--- config.mk ---
export PLATFORM = sky130hd
export DESIGN_NAME = store_rmw_ctrl
export DESIGN_NICKNAME = d
export VERILOG_FILES = /design/src/rtl/store_rmw_ctrl.sv
export SDC_FILE = /design/constraint.sdc
export NUM_CORES = 1
export LEC_CHECK = 0
export ABC_AREA = 1
export BUFFER_PORTS_ARGS = -buffer_cell sky130_fd_sc_hd__buf_2
export CAP_MARGIN = 20
export CORE_UTILIZATION = 46
export CTS_CLUSTER_DIAMETER = 150
export DETAILED_ROUTE_END_ITERATION = 7
export HOLD_SLACK_MARGIN = 0.12
export PLACE_DENSITY = 0.88
export SLEW_MARGIN = 20
export SYNTH_ARGS = -nofsm -noshare
export SYNTH_HDL_FRONTEND = slang
export SYNTH_SLANG_ARGS = --single-unit
--- constraint.sdc ---
create_clock -name clk -period 2.5 [get_ports clk]
set_input_delay 0.375 -clock clk [delete_from_list [all_inputs] [get_ports clk]]
set_output_delay 0.375 -clock clk [all_outputs]
set_load 0.02 [all_outputs]
--- src/rtl/store_rmw_ctrl.sv ---
// Store sequencer for a word-wide data memory: SW writes directly, SB/SH do a
// read-modify-write with the lane merge done here.
//
// state | meaning
// IDLE  | ready for a request, outputs hold last mem_addr/mem_wdata
// READ  | mem_re high for one cycle on the latched word address
// WAIT  | counting down MEM_LAT until mem_rdata is valid, then merge
// WRITE | mem_we/done high with the merged word
// ERR   | misalign_err high for one cycle, no memory access
module store_rmw_ctrl #(
  parameter int MEM_LAT = 1
) (
  input  logic        clk,
  input  logic        rst,
  input  logic        req_valid,
  output logic        req_ready,
  input  logic [31:0] req_addr,
  input  logic [31:0] req_wdata,
  input  logic [1:0]  req_size,
  output logic        busy,
  output logic        done,
  output logic        misalign_err,
  output logic [29:0] mem_addr,
  output logic        mem_re,
  input  logic [31:0] mem_rdata,
  output logic        mem_we,
  output logic [31:0] mem_wdata
);

  typedef enum logic [2:0] {IDLE, READ, WAIT, WRITE, ERR} state_t;

  state_t      state;
  logic [2:0]  wait_cnt;
  logic [1:0]  lane_q;
  logic        half_q;
  logic [15:0] wdata_q;
  logic [31:0] merged;
  logic        illegal;

  assign req_ready = (state == IDLE);
  assign busy      = (state != IDLE);

  always_comb begin
    illegal = 1'b0;
    case (req_size)
      2'b01:   illegal = req_addr[0];
      2'b10:   illegal = (req_addr[1:0] != 2'b00);
      2'b11:   illegal = 1'b1;
      default: illegal = 1'b0;
    endcase
  end

  // Only the lanes addressed by the store are replaced; the rest come from memory.
  always_comb begin
    merged = mem_rdata;
    if (half_q) begin
      if (lane_q[1]) merged[31:16] = wdata_q;
      else           merged[15:0]  = wdata_q;
    end else begin
      case (lane_q)
        2'd0:    merged[7:0]   = wdata_q[7:0];
        2'd1:    merged[15:8]  = wdata_q[7:0];
        2'd2:    merged[23:16] = wdata_q[7:0];
        default: merged[31:24] = wdata_q[7:0];
      endcase
    end
  end

  always_ff @(posedge clk or posedge rst) begin
    if (rst) begin
      state        <= IDLE;
      wait_cnt     <= 3'd0;
      lane_q       <= 2'd0;
      half_q       <= 1'b0;
      wdata_q      <= 16'd0;
      mem_addr     <= 30'd0;
      mem_wdata    <= 32'd0;
      mem_re       <= 1'b0;
      mem_we       <= 1'b0;
      done         <= 1'b0;
      misalign_err <= 1'b0;
    end else begin
      mem_re       <= 1'b0;
      mem_we       <= 1'b0;
      done         <= 1'b0;
      misalign_err <= 1'b0;
      case (state)
        IDLE: begin
          if (req_valid) begin
            mem_addr <= req_addr[31:2];
            lane_q   <= req_addr[1:0];
            half_q   <= req_size[0];
            wdata_q  <= req_wdata[15:0];
            if (illegal) begin
              state        <= ERR;
              misalign_err <= 1'b1;
            end else if (req_size == 2'b10) begin
              state     <= WRITE;
              mem_we    <= 1'b1;
              done      <= 1'b1;
              mem_wdata <= req_wdata;
            end else begin
              state  <= READ;
              mem_re <= 1'b1;
            end
          end
        end
        READ: begin
          wait_cnt <= 3'(MEM_LAT);
          state    <= WAIT;
        end
        WAIT: begin
          wait_cnt <= wait_cnt - 3'd1;
          // Count reaches 1 in the cycle mem_rdata is valid.
          if (wait_cnt == 3'd1) begin
            mem_wdata <= merged;
            mem_we    <= 1'b1;
            done      <= 1'b1;
            state     <= WRITE;
          end
        end
        WRITE:   state <= IDLE;
        ERR:     state <= IDLE;
        default: state <= IDLE;
      endcase
    end
  end

endmodule
==> results.md, run 1 <==
- Area grow syn2layout: 21.47%
- Hold_buf cts: 0
- CTS clk-pin slew, worst paths: 0.08 ns
- Bufs and invs on worst path: 1
- Residual DRC count: 0
- CTS tree: done
- Fin util: 58.25%
- Post-DP Area: 5942 um^2
- Status: completed
- Mean routed wirelength per cell: 13.78 um
- Maximum VDD drop: 0.6413 mV
- Final TNS setup: 0 ns
- Most frequent cell after synthesis: nand2_1
- DP HPWL: 10.17 mm
- Post-synth top area cell: dfrtp_1
- Synth Instances: 738
- Antenna viol nets, final: 0
- Least-Margin Pin Slew: 0.9043 ns
- Worst slack, placed: 0.6771 ns
- Post-CTS setup buffer count: 0
- Slew Viols, Final: 0
- Initial antenna violation count: 0
- CTS buffer count: 9
- Setup CP Type: register to register
- Normalized max-slew margin: 39.65%
- Total Power: 7.470 mW
- FMAX: 537.0 MHz
- Period utilization: 74.49%
- Syn nets: 841
- Initial Utilization: 47.96%
- GRT overflow: 0
- Routed via count: 5213
- Startpoint Class: register
- Routability cong.: 0.8774
- FFs w/ async S/R, synth: 100.0%
- Power Density: 1226 nW/um^2
- CP most frequent cell: nand3_1
- CTS H-tree depth: 3
- Crit Path Max Fanout: 33
- Vias per cell: 5.061
- Synth top area share: 44.89%
- Setup Viol. Count Final: 0
- Post-CTS sizing: 0
- Die height: 106.4 um
- CP peak stage delay: 0.65 ns
- Post-Syn Area per Cell: 6.799 um^2
- Share of layout cells above drive strength 1: 24.16%
- # fillers: 1001
- Crit-path cells: nor2_4, nand2_2, inv_1, nand3_1, nand3_1, nand2_1
- Top Family by Delay on Critical Path: simple AND/OR/NAND/NOR gates
- Yosys cell types: 24
- Io pins: 169
- Worst path slowest cell: inv_1
- Antenna cells: 0
- Max Clock Skew: 0.01139 ns
- Final Worst Setup Slack: 0.6377 ns
- Static Leak: 3.665 nW
- Crit. End Element: register
- Min cycle time layout: 1.862 ns
- HP Class: input port to asynchronous set/reset pin
- Final Cell Area: 6095 um^2
- Clk sinks: 90
- First-pass GRT wire length: 23.45 mm
- GRT Util Overall: 26.04%
- WL final: 14.19 mm
- Core area: 10460 um^2
- Critical Path RT: 2.74 ns
- Largest net degree at the start of global routing: 91
- Flops & latches, synth: 90
- WL met1: 5.992 mm
- Top Layer Used: met4
- IO Port Bufs: 168
- WL met2: 6.345 mm
- Root Buffer: clkbuf_8
- # Max-Cap Violations: 0
- RSZ-0062 raised after global routing: no
- Die area: 11330 um^2
- Yosys warns: 0
- Final Hold Vio Count: 0
- Area contributors post-synth: dfrtp_1, nand2_1, nand3_1
- Top FF cell, synth: dfrtp_1
- WL met3: 1.421 mm
- Vias in the first global route: 4967
- Initial drt markers: 380
- Drt pass-1 iters: 5
- Post-Syn Area: 5017 um^2
- Crit path DAT: 2.10 ns
- Final net count: 993
- Max clock buf depth: 2
- Post-synthesis sequential area ratio: 44.89%
- Clk_lat worst skew: 0.36 ns
- Number of synthesized flops with an enable pin: 0
- # rows: 37
- Die width: 106.4 um
- Synth top cells by count: nand2_1, nand3_1, dfrtp_1
per-layer routing:
metal	up-vias	track usage [%]
met1	2312	34.21
met2	302	41.42
met5	-	0
met4	0	11.06
li1	2563	-
met3	36	5.763
cell families (layout without fill, tap and decap cells):
group                    after synthesis  in the layout  synth area share (%)
XOR/XNOR                               1              1                0.1746
flip-flops                            90             90                 44.89
AO/OA/AOI/OAI                         43             43                 4.689
buffers and inverters                120            276                 9.900
adder cells (fa/ha/maj)                2              2                0.4987
AND/OR/NAND/NOR                      482            482                 39.85
metrics by stage:
stage,instances,hold WS (ns)
2_1_floorplan,738,0.4742
5_1_grt,1030,0.1674
3_3_place_gp,1015,0.4571
3_5_place_dp,1015,0.4598
6_report,1030,0.1276
4_1_cts,1030,0.1691
flip-flops by register name, indices dropped and copies added (netlist names):
| name | flops |
|---|---|
| mem_addr | 30 |
| mem_we | 1 |
| half_q | 1 |
| wdata_q | 16 |
| state | 3 |
| misalign_err | 1 |
| lane_q | 2 |
| mem_wdata | 32 |
| mem_re | 1 |
| wait_cnt | 3 |
report_power, final:
part	total, mW	internal [mW]	switching (mW)
Clock	0.868	0.355	0.513
Combinational	3.97	1.30	2.67
Sequential	2.63	2.13	0.501
Total	7.47	3.78	3.69
layout by cell type (no fill, tap or decap), drive strengths merged:
master      n
nand3     106
nand4       1
inv        80
dfrtp      90
nand2     352
clkinvlp    2
a21oi      16
xnor2       1
o22a        1
clkinv      2
clkbuf     12
nor2        7
ha          2
or2        16
o21ai      23
o21bai      1
buf       180
o22ai       2
final timing paths:
| path | start | end | slack [ns] | cells after the start |
|---|---|---|---|---|
| worst min-delay path | rst | mem_addr[2]$_DFFE_PP0P_ | 0.13 | 3 |
| min in group clk | req_addr[12] | mem_addr[10]$_DFFE_PP0P_ | 0.21 | 3 |
| worst min register to register | mem_addr[2]$_DFFE_PP0P_ | mem_addr[2]$_DFFE_PP0P_ | 0.48 | 2 |
| max in group asynchronous | rst | mem_wdata[26]$_DFFE_PP0P_ | 1.97 | 3 |
| worst max register to register | state[0]$_DFFE_PP0P_ | mem_wdata[27]$_DFFE_PP0P_ | 0.64 | 6 |
| worst max-delay path | state[0]$_DFFE_PP0P_ | mem_wdata[27]$_DFFE_PP0P_ | 0.64 | 6 |
final cells by class:
class,count,area [um^2],share of cell area (%)
clock buffer,12,135.1,2.217
clock inverter,3,17.52,0.2874
inverter,81,307.8,5.050
multi-input combinational,528,2268,37.22
sequential,90,2252,36.95
tap,136,170.2,2.792
timing repair buffer,180,943.4,15.48
worst register-to-register path: cells and delay by family, from the launching register on:
family | cells | cell delay [ns]
DFF | 1 | 0.41
and+or+nand+nor | 5 | 0.70
buffers and inverters | 1 | 0.65
Note: power is estimated with default switching activity, not from simulation.
==> run 2: changes to the inputs <==
==> constraint.sdc (replaced) <==
create_clock -name clk -period 1.55 [get_ports clk]
set_input_delay 0.2325 -clock clk [delete_from_list [all_inputs] [get_ports clk]]
set_output_delay 0.2325 -clock clk [all_outputs]
set_load 0.02 [all_outputs]
==> run 2 against run 1 <==
- sequential cell count is the same
- largest cell class unchanged
- highest routed layer unchanged
- via count up 5.1%
- clock power is 120% higher
==> results.md, run 2 (synthesis gave the netlist of run 1 again) <==
- Status: completed
- Mean routed wirelength per cell: 14.09 um
- Share of layout cells above drive strength 1: 24.41%
- Least-Margin Pin Slew: 0.4943 ns
- Max clock buf depth: 2
- Antenna viol nets, final: 0
- Worst slack, placed: -0.01540 ns
- Core area: 10460 um^2
- Slew Viols, Final: 0
- GRT Util Overall: 27.66%
- RSZ-0062 raised after global routing: no
- Setup Viol. Count Final: 0
- Setup CP Type: register to output port
- Initial antenna violation count: 0
- Crit. End Element: output port
- First-pass GRT wire length: 24.63 mm
- Clk sinks: 90
- Die height: 106.4 um
- Routability cong.: 0.8397
- Power Density: 1966 nW/um^2
- GRT overflow: 0
- WL final: 15.10 mm
- Min cycle time layout: 1.460 ns
- CTS clk-pin slew, worst paths: 0.08 ns
- Commonest cells after routing, fill and taps aside: nand2_1, buf_2, nand3_1
- Residual DRC count: 0
- Crit-path cells: nor2_4, nand2_2, inv_1, buf_4
- CTS H-tree depth: 3
- Biggest register: mem_wdata
- HP Class: input port to register
- Fin util: 63.42%
- Area grow syn2layout: 32.24%
- Final TNS setup: 0 ns
- # Max-Cap Violations: 0
- Final Hold Vio Count: 0
- Die width: 106.4 um
- Top Family by Delay on Critical Path: flip-flops
- Startpoint Class: register
- Vias in the first global route: 5148
- # rows: 37
- Bufs and invs on worst path: 2
- Die area: 11330 um^2
- Static Leak: 3.901 nW
- Normalized max-slew margin: 67.04%
- Root Buffer: clkbuf_8
- Clk_lat worst skew: 0.36 ns
- Critical Path RT: 1.32 ns
- IO Port Bufs: 168
- Largest registers: mem_wdata x32, mem_addr x30, wdata_q x16
- # fillers: 944
- Final net count: 1033
- Vias per cell: 5.117
- Post-CTS setup buffer count: 0
- Max Clock Skew: 0.01564 ns
- Crit path DAT: 1.23 ns
- Largest net degree at the start of global routing: 91
- Io pins: 169
- Commonest non-fill, non-tap cell in the layout: nand2_1
- Drt pass-1 iters: 7
- Final Worst Setup Slack: 0.09036 ns
- Worst path slowest cell: dfrtp_1
- Routed via count: 5480
- CTS buffer count: 9
- FMAX: 685.1 MHz
- CP peak stage delay: 0.41 ns
- Maximum VDD drop: 1.146 mV
- DP HPWL: 10.11 mm
- Initial drt markers: 368
- Max reg flops: 32
- Period utilization: 94.17%
- Initial Utilization: 47.96%
- Crit Path Max Fanout: 4
- CTS tree: done
[run 2: cell count changes in the layout (fill, tap and decap cells not counted), sizes merged]
cell and change:
buf +8, bufinv +3, clkbuf -2, clkinvlp -1, diode +1, dlygate4sd3 +32
[run 2: path summary, 6_finish.rpt]
path | startpoint | to | slack, ns | cells after the start
max in group asynchronous | rst | mem_wdata[28]$_DFFE_PP0P_ | 0.62 | 4
worst min register to register | mem_addr[8]$_DFFE_PP0P_ | mem_addr[8]$_DFFE_PP0P_ | 0.48 | 2
worst max-delay path | state[2]$_DFFE_PP0P_ | req_ready | 0.09 | 4
worst min-delay path | req_wdata[9] | wdata_q[9]$_DFFE_PP0P_ | 0.15 | 3
min in group asynchronous | rst | mem_addr[28]$_DFFE_PP0P_ | 0.53 | 4
worst max register to register | state[1]$_DFFE_PP0P_ | state[0]$_DFFE_PP0P_ | 0.13 | 6
[run 2: area by class of cell]
| class | count | area, um^2 | share of cell area [%] |
|---|---|---|---|
| Multi-Input combinational cell | 528 | 2273 | 34.26 |
| Antenna cell | 1 | 2.502 | 0.03771 |
| Timing Repair Buffer | 220 | 1393 | 20.99 |
| Clock inverter | 5 | 103.9 | 1.565 |
| Clock buffer | 10 | 127.6 | 1.923 |
| Inverter | 81 | 312.8 | 4.714 |
| Tap cell | 136 | 170.2 | 2.565 |
| Sequential cell | 90 | 2252 | 33.94 |
[run 2: metal layers]
layer,global-route usage (%),share of wire [%],up-vias
met5,0,0,-
met4,10.57,2.5,0
met3,5.273,10,26
met2,45.92,46,322
met1,35.73,41,2484
li1,-,-,2648
[run 2: repair_timing]
item                                    CTS  global route
endpoints found under the setup margin    9            26
hold endpoints to repair                121             0
hold buffers                             32             0
gates resized for setup                   2             7
pin swaps                                 0             2
[run 2: worst reg2reg max path, stage by stage, from the launching register on]
cell and delay (ns):
dfrtp_1 0.40, inv_1 0.10, nand3_2 0.14, buf_6 0.43
nand2_1 0.09, o21ai_0 0.08, inv_1 0.06
[run 2: metrics by stage]
| step | cells | area [um^2] | power, mW | hold WS (ns) |
|---|---|---|---|---|
| floorplan | 738 | 5021 | 8.677 | 0.3421 |
| global placement | 1023 | 6052 | 10.75 | 0.4003 |
| detailed placement | 1023 | 6052 | 10.90 | 0.4084 |
| CTS | 1070 | 6610 | 12.93 | 0.1312 |
| global route | 1070 | 6633 | 14.07 | 0.1351 |
| finish | 1071 | 6635 | 13.04 | 0.1485 |
[run 2: power by group]
| part | internal (mW) | switching, mW | leakage [nW] |
|---|---|---|---|
| logic | 2.41 | 4.55 | 2.67 |
| registers | 3.44 | 0.742 | 1.12 |
| clock network | 1.06 | 0.841 | 0.116 |
==> run 3: changes to the inputs <==
--- a/config.mk
+++ b/config.mk
@@ -13,6 +13,7 @@
 export DETAILED_ROUTE_END_ITERATION = 7
 export HOLD_SLACK_MARGIN = 0.12
 export PLACE_DENSITY = 0.88
+export SETUP_SLACK_MARGIN = 0.1
 export SLEW_MARGIN = 20
 export SYNTH_ARGS = -nofsm -noshare
 export SYNTH_HDL_FRONTEND = slang
==> run 3 against run 2 <==
- routed wire length rose by 6.2%
- largest power group unchanged
- worst hold slack better by 0.0014 ns
- sequential cell count stayed put
- sequential power is essentially flat
- largest cell class unchanged
- setup slack got worse by 0.025 ns
==> results.md, run 3 (synthesis gave the netlist of run 1 again) <==
- Status: completed
- Period utilization: 95.80%
- Clk_lat worst skew: 0.36 ns
- Io pins: 169
- First-pass GRT wire length: 24.88 mm
- WL final: 16.03 mm
- Critical Path RT: 1.32 ns
- Die height: 106.4 um
- HP Class: input port to register
- Drt pass-1 iters: 6
- Commonest cells after routing, fill and taps aside: nand2_1, buf_2, nand3_1
- Bufs and invs on worst path: 2
- Slew Viols, Final: 0
- Worst path slowest cell: dfrtp_1
- GRT Util Overall: 27.99%
- Routed via count: 5589
- RSZ-0062 raised after global routing: yes
- Total Power: 13.52 mW
- GRT overflow: 0
- Die width: 106.4 um
- CTS buffer count: 9
- Largest net degree at the start of global routing: 91
- Static Leak: 3.976 nW
- CTS clk-pin slew, worst paths: 0.09 ns
- CTS H-tree depth: 3
- Least-Margin Pin Slew: 0.4904 ns
- Routability cong.: 0.8397
- CP peak stage delay: 0.41 ns
- Max clock buf depth: 2
- Clk sinks: 90
- Normalized max-slew margin: 66.96%
- # Max-Cap Violations: 0
- Crit. End Element: output port
- Crit path DAT: 1.25 ns
- Crit-path cells: nor2_4, nand2_2, inv_2, buf_6
- Maximum VDD drop: 1.104 mV
- # fillers: 892
- Min cycle time layout: 1.485 ns
- Final Worst Setup Slack: 0.06512 ns
- Vias in the first global route: 5191
- Commonest non-fill, non-tap cell in the layout: nand2_1
- IO Port Bufs: 168
- Biggest register: mem_wdata
- Core area: 10460 um^2
- Fin cells: 1079
- CTS tree: done
- Max Clock Skew: 0.01471 ns
- Vias per cell: 5.180
- Residual DRC count: 0
- Startpoint Class: register
- Setup Viol. Count Final: 0
- Top Family by Delay on Critical Path: flip-flops
- Final TNS setup: 0 ns
- Worst slack, placed: -0.01540 ns
- Largest registers: mem_wdata x32, mem_addr x30, wdata_q x16
- Root Buffer: clkbuf_8
- Area grow syn2layout: 37.26%
- Max reg flops: 32
- Setup CP Type: register to output port
- Mean routed wirelength per cell: 14.85 um
- Initial antenna violation count: 0
- Final Hold Vio Count: 0
- Final net count: 1041
- Initial drt markers: 434
- Power Density: 1964 nW/um^2
- DP Cell Count: 1023
- DP HPWL: 10.11 mm
- # rows: 37
- Antenna viol nets, final: 0
- FMAX: 673.5 MHz
- Share of layout cells above drive strength 1: 27.07%
- Die area: 11330 um^2
- Fin util: 65.82%
- Initial Utilization: 47.96%
- Crit Path Max Fanout: 4
## run 3: cell types whose count changed in the layout (fill, tap and decap cells not counted), sizes merged
| cell | change |
|---|---|
| buf | +5 |
| clkbuf | +3 |
## run 3: area by class of cell
type | count | area, um^2 | area share (%)
Clock buffer | 10 | 127.6 | 1.853
Multi-Input combinational cell | 528 | 2361 | 34.28
Sequential cell | 90 | 2253 | 32.72
Clock inverter | 5 | 103.9 | 1.508
Timing Repair Buffer | 228 | 1543 | 22.40
Antenna cell | 1 | 2.502 | 0.03634
Tap cell | 136 | 170.2 | 2.471
Inverter | 81 | 325.3 | 4.724
## run 3: metrics by stage
step | instance area, um^2 | hold slack, ns
6_report | 6887 | 0.1499
5_1_grt | 6884 | 0.1351
4_1_cts | 6619 | 0.1312
3_5_place_dp | 6052 | 0.4084
3_3_place_gp | 6052 | 0.4003
2_1_floorplan | 5021 | 0.3421
## run 3: worst reg2reg max path, cell delays in order (launching register included)
cell	delay [ns]
dfrtp_1	0.41
nor2_4	0.19
nand4_1	0.19
o21ai_4	0.12
buf_12	0.18
clkbuf_16	0.17
nand3_2	0.05
nand2_1	0.07
## run 3: final timing paths
path                                          from                        to  slack [ns]  cells after the start
min                                  req_wdata[14]   wdata_q[14]$_DFFE_PP0P_        0.15                      3
max                           state[0]$_DFFE_PP0P_                 req_ready        0.07                      4
min in group asynchronous                      rst   mem_addr[1]$_DFFE_PP0P_        0.53                      4
max reg2reg                   state[0]$_DFFE_PP0P_  mem_wdata[8]$_DFFE_PP0P_        0.11                      7
max in group asynchronous                      rst     lane_q[1]$_DFFE_PP0P_        0.62                      4
min reg2reg                mem_addr[8]$_DFFE_PP0P_   mem_addr[8]$_DFFE_PP0P_        0.48                      2
## run 3: what timing repair did
action	in CTS	in global routing
setup buffers	0	4
setup endpoints to repair	68	72
endpoints found under the hold margin	121	0
hold buffers	32	0
pin swaps	1	21
gates cloned	0	4
gates resized for setup	5	38
## run 3: per-layer routing
| layer | global-route usage [%] | vias to the layer above | part of all wire, % |
|---|---|---|---|
| met4 | 10.57 | 0 | 2.4 |
| met1 | 35.74 | 2550 | 40 |
| met5 | 0 | - | 0 |
| met3 | 5.334 | 38 | 9.4 |
| met2 | 46.99 | 334 | 48 |
| li1 | - | 2667 | - |
## run 3: where the power goes
group	internal, mW	switching, mW
Sequential	3.44	0.764
Combinational	2.65	4.77
Clock	1.06	0.842
